## src/rtl/dac_jesd204_tx_pkg.sv

```systemverilog
// Shared types and helpers for the JESD204 transmit framer: FSM states, the
// octet placement function and the FIFO level width helper.
package dac_jesd204_tx_pkg;

   typedef enum logic [1:0] {
      ST_IDLE = 2'd0,
      ST_FILL = 2'd1,
      ST_RUN  = 2'd2
   } state_t;

   localparam int SAMPLE_W        = 16;
   localparam int LANE_W          = 32;
   localparam int OCTETS_PER_LANE = LANE_W / 8;

   typedef struct packed {
      int lane;
      int slot;
   } octet_pos_t;

   function automatic int level_width(input int depth);
      return $clog2(depth) + 1;
   endfunction

   // Octet o lands on lane (o mod lanes) in slot (o div lanes); slot 0 is the MSB octet.
   function automatic octet_pos_t octet_map(input int o, input int numLanes);
      octet_pos_t pos;
      pos.lane = o % numLanes;
      pos.slot = o / numLanes;
      return pos;
   endfunction

endpackage

```

## src/rtl/dac_jesd204_tx_framer_if.sv

```systemverilog
// Valid/ready beat stream used for both the DMA-side sample input and the
// link-layer output of the framer.
interface dac_jesd204_tx_framer_if #(
   parameter int WIDTH = 128
);
   logic [WIDTH-1:0] data;
   logic             valid;
   logic             ready;

   modport master (
      output data,
      output valid,
      input  ready
   );

   modport slave (
      input  data,
      input  valid,
      output ready
   );
endinterface

```

## src/rtl/dac_jesd204_tx_fifo.sv

```systemverilog
// Synchronous show-ahead beat FIFO with flush, occupancy level and full/empty flags.
module dac_jesd204_tx_fifo
   import dac_jesd204_tx_pkg::*;
#(
   parameter int DEPTH = 8,
   parameter int WIDTH = 128
) (
   input  logic                          clk_i,
   input  logic                          rstn_i,
   input  logic                          flush_i,
   input  logic                          push_i,
   input  logic [WIDTH-1:0]              data_i,
   input  logic                          pop_i,
   output logic [WIDTH-1:0]              data_o,
   output logic [level_width(DEPTH)-1:0] level_o,
   output logic                          full_o,
   output logic                          empty_o
);

   localparam int ADDR_W  = $clog2(DEPTH);
   localparam int LEVEL_W = level_width(DEPTH);
   localparam logic [LEVEL_W-1:0] FULL_LEVEL = LEVEL_W'(DEPTH);

   logic [WIDTH-1:0]   mem_q [DEPTH];
   logic [ADDR_W-1:0]  wrPtr_q, wrPtr_d;
   logic [ADDR_W-1:0]  rdPtr_q, rdPtr_d;
   logic [LEVEL_W-1:0] level_q, level_d;
   logic               doPush;
   logic               doPop;

   assign full_o  = (level_q == FULL_LEVEL);
   assign empty_o = (level_q == '0);
   assign level_o = level_q;
   assign data_o  = mem_q[rdPtr_q];
   assign doPush  = push_i && !full_o && !flush_i;
   assign doPop   = pop_i && !empty_o && !flush_i;

   always_comb begin
      wrPtr_d = wrPtr_q;
      rdPtr_d = rdPtr_q;
      level_d = level_q;
      if (flush_i) begin
         wrPtr_d = '0;
         rdPtr_d = '0;
         level_d = '0;
      end else begin
         if (doPush) wrPtr_d = wrPtr_q + 1'b1;
         if (doPop)  rdPtr_d = rdPtr_q + 1'b1;
         case ({doPush, doPop})
            2'b10:   level_d = level_q + 1'b1;
            2'b01:   level_d = level_q - 1'b1;
            default: level_d = level_q;
         endcase
      end
   end

   always_ff @(posedge clk_i) begin
      if (!rstn_i) begin
         wrPtr_q <= '0;
         rdPtr_q <= '0;
         level_q <= '0;
      end else begin
         wrPtr_q <= wrPtr_d;
         rdPtr_q <= rdPtr_d;
         level_q <= level_d;
      end
   end

   // Storage carries no reset; the level alone decides what is valid.
   always_ff @(posedge clk_i) begin
      if (doPush) mem_q[wrPtr_q] <= data_i;
   end

endmodule

```

## src/rtl/dac_jesd204_tx_framer.sv

```systemverilog
// JESD204 TX framer: buffers channel-major beats, remaps them to lane-major octets
// and streams them with underflow substitution. Optional test ramp: DAC_JESD204_TX_RAMP_EN.
module dac_jesd204_tx_framer
   import dac_jesd204_tx_pkg::*;
#(
   parameter int NUM_LANES           = 4,
   parameter int NUM_CHANNELS        = 2,
   parameter int SAMPLES_PER_CHANNEL = 2 * NUM_LANES / NUM_CHANNELS,
   parameter int FIFO_DEPTH          = 8,
   parameter int START_LEVEL         = 4
) (
   input  logic                               dac_clk,
   input  logic                               dac_rstn,
   input  logic                               enable,
   input  logic [NUM_CHANNELS-1:0]            chan_enable,
`ifdef DAC_JESD204_TX_RAMP_EN
   input  logic                               ramp_enable,
`endif
   dac_jesd204_tx_framer_if.slave             sIf,
   dac_jesd204_tx_framer_if.master            txIf,
   output logic                               underflow,
   output logic [15:0]                        underflow_count,
   output logic [level_width(FIFO_DEPTH)-1:0] fifo_level
);

   localparam int DATA_W      = NUM_LANES * LANE_W;
   localparam int NUM_SAMPLES = NUM_CHANNELS * SAMPLES_PER_CHANNEL;
   localparam int LEVEL_W     = level_width(FIFO_DEPTH);
   localparam logic [LEVEL_W-1:0] START_LVL = LEVEL_W'(START_LEVEL);

   state_t             state_q, state_d;
   logic [DATA_W-1:0]  txData_q, txData_d;
   logic               underflow_q, underflow_d;
   logic [15:0]        count_q, count_d;

   logic [DATA_W-1:0]  fifoData;
   logic [LEVEL_W-1:0] fifoLevel;
   logic               fifoFull;
   logic               fifoEmpty;
   logic               flush;
   logic               pushEn;
   logic               popCycle;
   logic               popEn;
   logic [DATA_W-1:0]  framed;

   assign flush    = !enable || (state_q == ST_IDLE);
   assign popCycle = (state_q == ST_RUN) && enable && txIf.ready;
   assign popEn    = popCycle && !fifoEmpty;
   assign pushEn   = sIf.valid && sIf.ready;

   assign sIf.ready       = (state_q != ST_IDLE) && !fifoFull;
   assign txIf.valid      = (state_q == ST_RUN);
   assign txIf.data       = txData_q;
   assign underflow       = underflow_q;
   assign underflow_count = count_q;
   assign fifo_level      = fifoLevel;

   dac_jesd204_tx_fifo #(
      .DEPTH (FIFO_DEPTH),
      .WIDTH (DATA_W)
   ) u_fifo (
      .clk_i   (dac_clk),
      .rstn_i  (dac_rstn),
      .flush_i (flush),
      .push_i  (pushEn),
      .data_i  (sIf.data),
      .pop_i   (popEn),
      .data_o  (fifoData),
      .level_o (fifoLevel),
      .full_o  (fifoFull),
      .empty_o (fifoEmpty)
   );

   // FILL leaves on the registered level, so tx_valid trails the threshold by one cycle.
   always_comb begin
      state_d = state_q;
      if (!enable) begin
         state_d = ST_IDLE;
      end else begin
         case (state_q)
            ST_IDLE: state_d = ST_FILL;
            ST_FILL: if (fifoLevel >= START_LVL) state_d = ST_RUN;
            ST_RUN:  state_d = ST_RUN;
            default: state_d = ST_IDLE;
         endcase
      end
   end

`ifdef DAC_JESD204_TX_RAMP_EN
   logic [NUM_CHANNELS-1:0][SAMPLE_W-1:0] ramp_q, ramp_d;

   always_comb begin
      ramp_d = ramp_q;
      if (flush) begin
         ramp_d = '0;
      end else if (popEn && ramp_enable) begin
         for (int m = 0; m < NUM_CHANNELS; m++) begin
            ramp_d[m] = ramp_q[m] + 16'(SAMPLES_PER_CHANNEL);
         end
      end
   end

   always_ff @(posedge dac_clk) begin
      if (!dac_rstn) ramp_q <= '0;
      else           ramp_q <= ramp_d;
   end
`endif

   // Frame order j = k*NUM_CHANNELS + m; each sample contributes its high octet first.
   always_comb begin
      int                  m;
      int                  k;
      logic [SAMPLE_W-1:0] sample;
      octet_pos_t          hiPos;
      octet_pos_t          loPos;
      framed = '0;
      m      = 0;
      k      = 0;
      sample = '0;
      hiPos  = '0;
      loPos  = '0;
      for (int j = 0; j < NUM_SAMPLES; j++) begin
         m      = j % NUM_CHANNELS;
         k      = j / NUM_CHANNELS;
         sample = fifoData[(m * SAMPLES_PER_CHANNEL + k) * SAMPLE_W +: SAMPLE_W];
`ifdef DAC_JESD204_TX_RAMP_EN
         if (ramp_enable) sample = ramp_q[m] + 16'(k);
`endif
         if (!chan_enable[m]) sample = '0;
         hiPos = octet_map(2 * j, NUM_LANES);
         loPos = octet_map(2 * j + 1, NUM_LANES);
         framed[hiPos.lane * LANE_W + (OCTETS_PER_LANE - 1 - hiPos.slot) * 8 +: 8] = sample[15:8];
         framed[loPos.lane * LANE_W + (OCTETS_PER_LANE - 1 - loPos.slot) * 8 +: 8] = sample[7:0];
      end
   end

   always_comb begin
      txData_d    = txData_q;
      underflow_d = popCycle && fifoEmpty;
      count_d     = count_q;
      if (flush) begin
         txData_d = '0;
      end else if (popCycle) begin
         txData_d = fifoEmpty ? '0 : framed;
      end
      if (underflow_d && (count_q != 16'hFFFF)) count_d = count_q + 1'b1;
   end

   always_ff @(posedge dac_clk) begin
      if (!dac_rstn) begin
         state_q     <= ST_IDLE;
         txData_q    <= '0;
         underflow_q <= 1'b0;
         count_q     <= '0;
      end else begin
         state_q     <= state_d;
         txData_q    <= txData_d;
         underflow_q <= underflow_d;
         count_q     <= count_d;
      end
   end

endmodule

```

## src/flat_wrapper.sv

```systemverilog
// flat-port wrapper written by rule: the top's interface ports become plain ports
module dac_jesd204_tx_framer_flat import dac_jesd204_tx_pkg::*;
#(
   parameter int NUM_LANES           = 4,
   parameter int NUM_CHANNELS        = 2,
   parameter int SAMPLES_PER_CHANNEL = 2 * NUM_LANES / NUM_CHANNELS,
   parameter int FIFO_DEPTH          = 8,
   parameter int START_LEVEL         = 4
)
  (dac_clk, dac_rstn, enable, chan_enable, underflow, underflow_count, fifo_level, sIf_data, sIf_valid, sIf_ready, txIf_data, txIf_valid, txIf_ready);
  dac_jesd204_tx_framer_if #(.WIDTH((128))) sIf_i ();
  dac_jesd204_tx_framer_if #(.WIDTH((128))) txIf_i ();
  input  logic dac_clk;
  input  logic dac_rstn;
  input  logic enable;
  input  logic [NUM_CHANNELS-1:0] chan_enable;
  output logic underflow;
  output logic [15:0] underflow_count;
  output logic [level_width(FIFO_DEPTH)-1:0] fifo_level;
  input wire logic [$bits(sIf_i.data)-1:0] sIf_data;
  input wire logic [$bits(sIf_i.valid)-1:0] sIf_valid;
  output wire logic [$bits(sIf_i.ready)-1:0] sIf_ready;
  output wire logic [$bits(txIf_i.data)-1:0] txIf_data;
  output wire logic [$bits(txIf_i.valid)-1:0] txIf_valid;
  input wire logic [$bits(txIf_i.ready)-1:0] txIf_ready;
  assign sIf_i.data = sIf_data;
  assign sIf_i.valid = sIf_valid;
  assign sIf_ready = sIf_i.ready;
  assign txIf_data = txIf_i.data;
  assign txIf_valid = txIf_i.valid;
  assign txIf_i.ready = txIf_ready;
  dac_jesd204_tx_framer #(.NUM_LANES(NUM_LANES), .NUM_CHANNELS(NUM_CHANNELS), .SAMPLES_PER_CHANNEL(SAMPLES_PER_CHANNEL), .FIFO_DEPTH(FIFO_DEPTH), .START_LEVEL(START_LEVEL)) u_core (.dac_clk(dac_clk), .dac_rstn(dac_rstn), .enable(enable), .chan_enable(chan_enable), .sIf(sIf_i), .txIf(txIf_i), .underflow(underflow), .underflow_count(underflow_count), .fifo_level(fifo_level));
endmodule
```

## config.mk

```make
export PLATFORM = sky130hd
export DESIGN_NAME = dac_jesd204_tx_framer_flat
export DESIGN_NICKNAME = d
export VERILOG_FILES = /design/src/rtl/dac_jesd204_tx_pkg.sv /design/src/rtl/dac_jesd204_tx_framer_if.sv /design/src/rtl/dac_jesd204_tx_fifo.sv /design/src/rtl/dac_jesd204_tx_framer.sv /design/src/flat_wrapper.sv
export SDC_FILE = /design/constraint.sdc
export NUM_CORES = 1
export LEC_CHECK = 0
export CAP_MARGIN = 10
export CORE_UTILIZATION = 59
export CTS_CLUSTER_DIAMETER = 40
export CTS_CLUSTER_SIZE = 24
export DETAILED_ROUTE_END_ITERATION = 16
export PLACE_DENSITY = 0.79
export SYNTH_ARGS = -nofsm -noshare
export SYNTH_HDL_FRONTEND = slang
export SYNTH_HIERARCHICAL = 1
export SYNTH_SLANG_ARGS = --single-unit
```

## constraint.sdc

```tcl
create_clock -name dac_clk -period 16.2 [get_ports dac_clk]
set_input_delay 1.62 -clock dac_clk [delete_from_list [all_inputs] [get_ports dac_clk]]
set_output_delay 1.62 -clock dac_clk [all_outputs]
set_load 0.01 [all_outputs]
```

Yosys cells after proc, flatten, opt, wreduce, memory -nomap -nowiden
Memory sizes are Yosys's and may differ from the RTL's. A register that Yosys moved wholly into a read port is not among the register bits.
Index checks and enable logic that the tools add are counted.
- input port bits: 135
- output and inout bits: 151
- memory bits (writable): 1024
- bits in registers: 157
- latch bits: 0
- memories kept: 1
- memory bits (read-only): 0
- reductions and logical operators: 22
- bitwise logic cells: 1
- shift operators: 0
- order comparisons: 1
- div/mod/pow operators: 0
- multiplexer cells: 16
- $add $sub $neg: 5
- equal/unequal tests: 7
- $mul: 0
- memory list (name ; depth ; bits a word ; read ports ; clocked after memory_dff ; wr ports ; RTL line ; source):
    u_core.u_fifo.mem_q ; 8 ; 128 ; 1 ; 1 ; 1 ; dac_jesd204_tx_fifo.sv:24 ; logic [WIDTH-1:0] mem_q [DEPTH];
- operators by type and width (cell ; number):
    $mux 128 ; 1
    $mux 16 ; 8
    $add 16x1->16 const B ; 1
    $ne 16x16->1 const B ; 1
    $logic_and 1x1->1 ; 11
    $pmux 4 s2 ; 1
    $add 3x1->3 const B ; 2
    $mux 3 ; 2
    $pmux 2 s3 ; 1
    $add 4x1->4 const B ; 1
    $eq 2x1->1 const B ; 2
    $eq 2x2->1 const B ; 2
    $eq 4x4->1 const B ; 1
    $ge 4x3->1 const B ; 1
    $logic_not 1->1 ; 4
    $logic_not 4->1 ; 1
    $reduce_bool 2->1 ; 2
    $sub 4x1->4 const B ; 1
    $logic_not 2->1 ; 1
    $mux 1 ; 2
    $mux 2 ; 1
    $ne 2x1->1 const B ; 1
    $reduce_and 2->1 ; 1
    $reduce_or 2->1 ; 1
    2 further kinds ; 2

Longest topological paths before layout
- depth after elaboration: 8
- mapped depth: 15
- gate-level depth less buffers: 13

By module
Netlist, hierarchy kept.
- by module, submodules not included (module ; area each (sq um) ; cells an instance ; instances):
    dac_jesd204_tx_fifo ; 39603.0 ; 1559 ; 1
    dac_jesd204_tx_framer ; 5187.5 ; 547 ; 1

Worst setup path before layout
No wires, ideal clock.
- path kind: in2reg
- from: in enable
- to: mem u_core.u_fifo.mem_q[0][0], enable pin
- data required time: 15428 ps
- slack: 4490 ps
- stages: 3
- library setup time: 772 ps
- path buffers: 0
- arrival time: 10938 ps
- cell sequence: or2b_1 > or3_1 > nor3_1
- longest elaborated chain between the ends: 6
- RTL lines (element ; RTL line ; source):
    start: declaration ; flat_wrapper.sv:15 ; input logic enable;
    $logic_not 1->1 ; - ;
    $logic_or 1x1->1 ; dac_jesd204_tx_framer.sv:46 ; assign flush = !enable || (state_q == ST_IDLE);
    $logic_not 1->1 ; dac_jesd204_tx_fifo.sv:35 ; assign doPush = push_i && !full_o && !flush_i;
    $logic_and 1x1->1 ; dac_jesd204_tx_fifo.sv:35 ;
    $mux 1 ; dac_jesd204_tx_fifo.sv:71 ; if (doPush) mem_q[wrPtr_q] <= data_i;
    $mux 1 (not written as such) ; dac_jesd204_tx_fifo.sv:71 ;
    end: declaration ; dac_jesd204_tx_fifo.sv:24 ;
No other way between the ends.

Worst setup path after layout
- from: in enable
- to: mem u_core.u_fifo.mem_q[7][62], enable pin
- longest elaborated chain between the ends: 6
- RTL lines (element ; RTL line ; source):
    $logic_not 1->1 ; - ;
    $logic_or 1x1->1 ; dac_jesd204_tx_framer.sv:46 ;
    named net u_core.flush ; dac_jesd204_tx_framer.sv:40 ; logic flush;
    $logic_not 1->1 ; dac_jesd204_tx_fifo.sv:35 ;
    $logic_and 1x1->1 ; dac_jesd204_tx_fifo.sv:35 ;
    $mux 1 ; dac_jesd204_tx_fifo.sv:71 ;
    $mux 1 (not written as such) ; dac_jesd204_tx_fifo.sv:71 ;
The timed path passes the listed nets, and every way through them passes these cells.

==> results.toml <==
[setup_path]
max_stage_delay_ps = 930
crit_type = "primary input to flop"
crit-reg2reg-launch = "u_core/u_fifo/level_o[1]$_SDFFE_PP0P_"
reg2regPathDepth = 8
required_ps = 16510
timing.reg2reg.setup_slack_ps = 11560
worst_setup_path_end_kind = "flop"
crit_top_cell = "buf_4"
rr_endpoint = "u_core/u_fifo/mem_q[7][62]$_DFFE_PP_"
slowest_stage = "nor2_4"
start_kind = "primary input"
cp_cell_sequence = "clkdlybuf4s50_1 -> or2b_1 -> nand4b_1 -> nor2_4 -> buf_4 -> buf_4"
path_max_fanout = 53
arrival_ps = 5700

[power_and_ir_drop]
power_uw = 6620
power_frac_clock_pct = 48.7
power.density_mw_per_mm2 = 124
p_leak_uw = 0.0164
intPower_uw = 5290
peakVddDrop_v = 0.0000965
pwr-share-seq_pct = 50.0
p_sw_uw = 1330
sw_frac_of_total_pct = 20.1
combPwrFrac_pct = 1.3

[cts]
clk_pin_slew_ps = 50
ctsRootBufferMaster = "clkbuf_16"
cts_buffer_depth = 3
numCtsBuffers = 137
htree_num_levels = 4
post_cts_buffers = 0
cts_sinks = 1184
insertion_delay_ps = 720
ctsResizeCount = 0
holdBufCountCts = 0
cts_tree = "yes"

[grt]
grtUsageMet2_pct = 43.0
grt_pass1_vias = 23125
grt.busiest_layer = "met2"
gr-usage-met3_pct = 5.82
antenna_found_initial = 19
met1_usage_pct = 34.3
grt_max_degree = 182
grtUsageTotal_pct = 25.9
grt_pass1_wl_um = 146000
grt_remaining_overflow = 0

[placement]
io_buffers = 285
routabilityCongestion = 0.780
pre_cts_ws_ps = 10140
place_hpwl_um = 49100
placed_cells = 3264

[floorplanning]
die_area_sq_mm = 0.0770
start_util_pct = 59.9
core_sq_mm = 0.0748
ios = 286
die_h_um = 278
die_width_um = 278
rows = 100

[final_layout]
fillCellCount = 4251
final_cell_mix = "edfxtp_1, clkdlybuf4s50_1, mux4_2"
area_delta_synth_final_pct = 18.9
final_common_cell = "edfxtp_1"
final_nets = 2579
final_cells = 3525
drive_gt1_share_pct = 23.5

[sta]
slew_violations = 0
rsz0062_at_grt = "false"
fmax_mhz = 186
timing.final.setup_violations = 0
maxSlewHeadroom_pct = 21.7
tightest_slew_ps = 1170
layout_min_cycle_time_ps = 5380
finalSetupTns_ps = 0
finalHoldViolCount = 0
clock_skew_ps = 43.1
layout_setup_ws_ps = 10820
period_share_pct = 33.2

[synthesis]
synth_flop_cell = "edfxtp_1"
syn-num-nets = 2250
netlist_instances = 2106
synth_cell_types = 50
synth-async-reset-ratio_pct = 0
syn_area_per_cell_sq_um = 21.3
ys_seq_area_share_pct = 75.8
syn_area_sq_mm = 0.0448
yosys_warnings = 6
ys_ff_latch = 1184
synth_edf_count = 1024

[detailed_routing]
drtIter0Drc = 2018
drt_wl_total_um = 97500
vias_per_cell = 6.26
drc = 0
ant_nets = 0
wl_per_cell_um = 27.7
drtPass1Iterations = 6
via_count = 22065

[worst_hold_path]
hold_depth = 2
hold-path-endpoint = "u_core/txIf.data[67]$_SDFFE_PP0N_"
hp-start = "u_core/txIf.data[67]$_SDFFE_PP0N_"
min_path_type = "flop to flop"

[run_status]
outcome = "finished, final reports clean"

[flow_run]
maxCapViolCount = 0
-- through the flow --
step | utilization, % | hold slack (ps) | cell area [sq um]
floorplan | - | 490 | 44800
global placement | 64.6 | 482 | 48300
detailed placement | 64.6 | 495 | 48300
CTS | 71.1 | 507 | 53200
global route | 71.1 | 525 | 53200
finish | 71.2 | 502 | 53200
-- cells by family (layout without fill, tap and decap cells) --
logic type | Yosys count | after routing | share of synthesized area, %
DFF | 1184 | 1184 | 75.8
buffers and inverters | 127 | 570 | 2.07
AOI/OAI and AO/OA | 164 | 164 | 2.67
and+or+nand+nor | 225 | 225 | 2.30
muxes | 390 | 390 | 16.8
xor gates and xnor gates | 7 | 7 | 0.137
adders and majority gates | 9 | 9 | 0.251
other | 0 | 7 | 0
-- state kept, by name, summed over array words and instances (netlist names), named ones only --
register                cells
u_core/state_q              2
u_core/txIf.data          128
u_core/u_fifo/level_o       4
u_core/underflow_count     16
u_core/underflow            1
u_core/u_fifo/wrPtr_q       3
u_core/u_fifo/mem_q      1024
u_core/u_fifo/rdPtr_q       3
-- power by group through the flow --
stage	combinational [uW]	clock [uW]	sequential, uW
6_report	84.0	3230	3310
2_1_floorplan	13.2	0	3380
3_5_place_dp	83.5	0	3380
5_1_grt	90.3	3390	3310
3_3_place_gp	78.0	0	3380
4_1_cts	84.4	3270	3310
-- cells in the mapped netlist (7+ instances only) --
library cell | count | area, sq um
edfxtp_1 | 1024 | 30700
mux4_2 | 191 | 4300
dfxtp_1 | 160 | 3200
nor2_1 | 154 | 578
a22oi_1 | 128 | 961
mux2_2 | 128 | 1440
mux4_1 | 65 | 1710
clkbuf_1 | 52 | 195
buf_1 | 20 | 75.1
buf_8 | 18 | 270
a21oi_1 | 14 | 70.1
clkbuf_8 | 14 | 193
nand2_1 | 12 | 45.0
buf_6 | 9 | 101
ha_1 | 9 | 113
nand3_1 | 9 | 45.0
or3_1 | 8 | 50.1
inv_1 | 7 | 26.3
nand2b_1 | 7 | 43.8
o21ai_0 | 7 | 35.0
o31ai_1 | 7 | 52.6
-- per-layer routing --
| layer | vias up | share of wire [%] |
|---|---|---|
| met2 | 899 | 50 |
| met4 | 22 | 2.4 |
| met3 | 180 | 7.1 |
| li1 | 9442 | - |
| met5 | - | 0.15 |
| met1 | 11522 | 40 |
-- worst max-delay path, delay by kind of cell --
| family | cells | cell delay, ps |
|---|---|---|
| buf+inv | 3 | 2240 |
| simple gates | 3 | 1750 |
-- worst max-delay path by stage --
stage                     startpoint  cells past startpoint                                   end  slack [ps]
final                         enable                      6  u_core/u_fifo/mem_q[7][62]$_DFFE_PP_       10820
after detailed placement      enable                      6  u_core/u_fifo/mem_q[7][81]$_DFFE_PP_       10140
after floorplan               enable                      3   u_core/u_fifo/mem_q[0][0]$_DFFE_PP_        4490
after global routing          enable                      6  u_core/u_fifo/mem_q[7][62]$_DFFE_PP_       10710
after CTS                     enable                      6  u_core/u_fifo/mem_q[7][62]$_DFFE_PP_       10850
after global placement        enable                      6  u_core/u_fifo/mem_q[7][77]$_DFFE_PP_       10190
-- cell type report --
| type | count | area (sq um) | share of cell area, % |
|---|---|---|---|
| flip-flops and latches | 1184 | 34000 | 63.8 |
| multi-input cells | 795 | 9990 | 18.8 |
| clock buffers | 168 | 3850 | 7.23 |
| repair buffers | 310 | 3130 | 5.88 |
| well taps | 969 | 1210 | 2.28 |
| clock inverters | 85 | 1050 | 1.98 |
| inverters | 7 | 26.3 | 0.0494 |
| diodes | 7 | 17.5 | 0.0329 |
No activity file was read; power rests on OpenSTA's default activity.
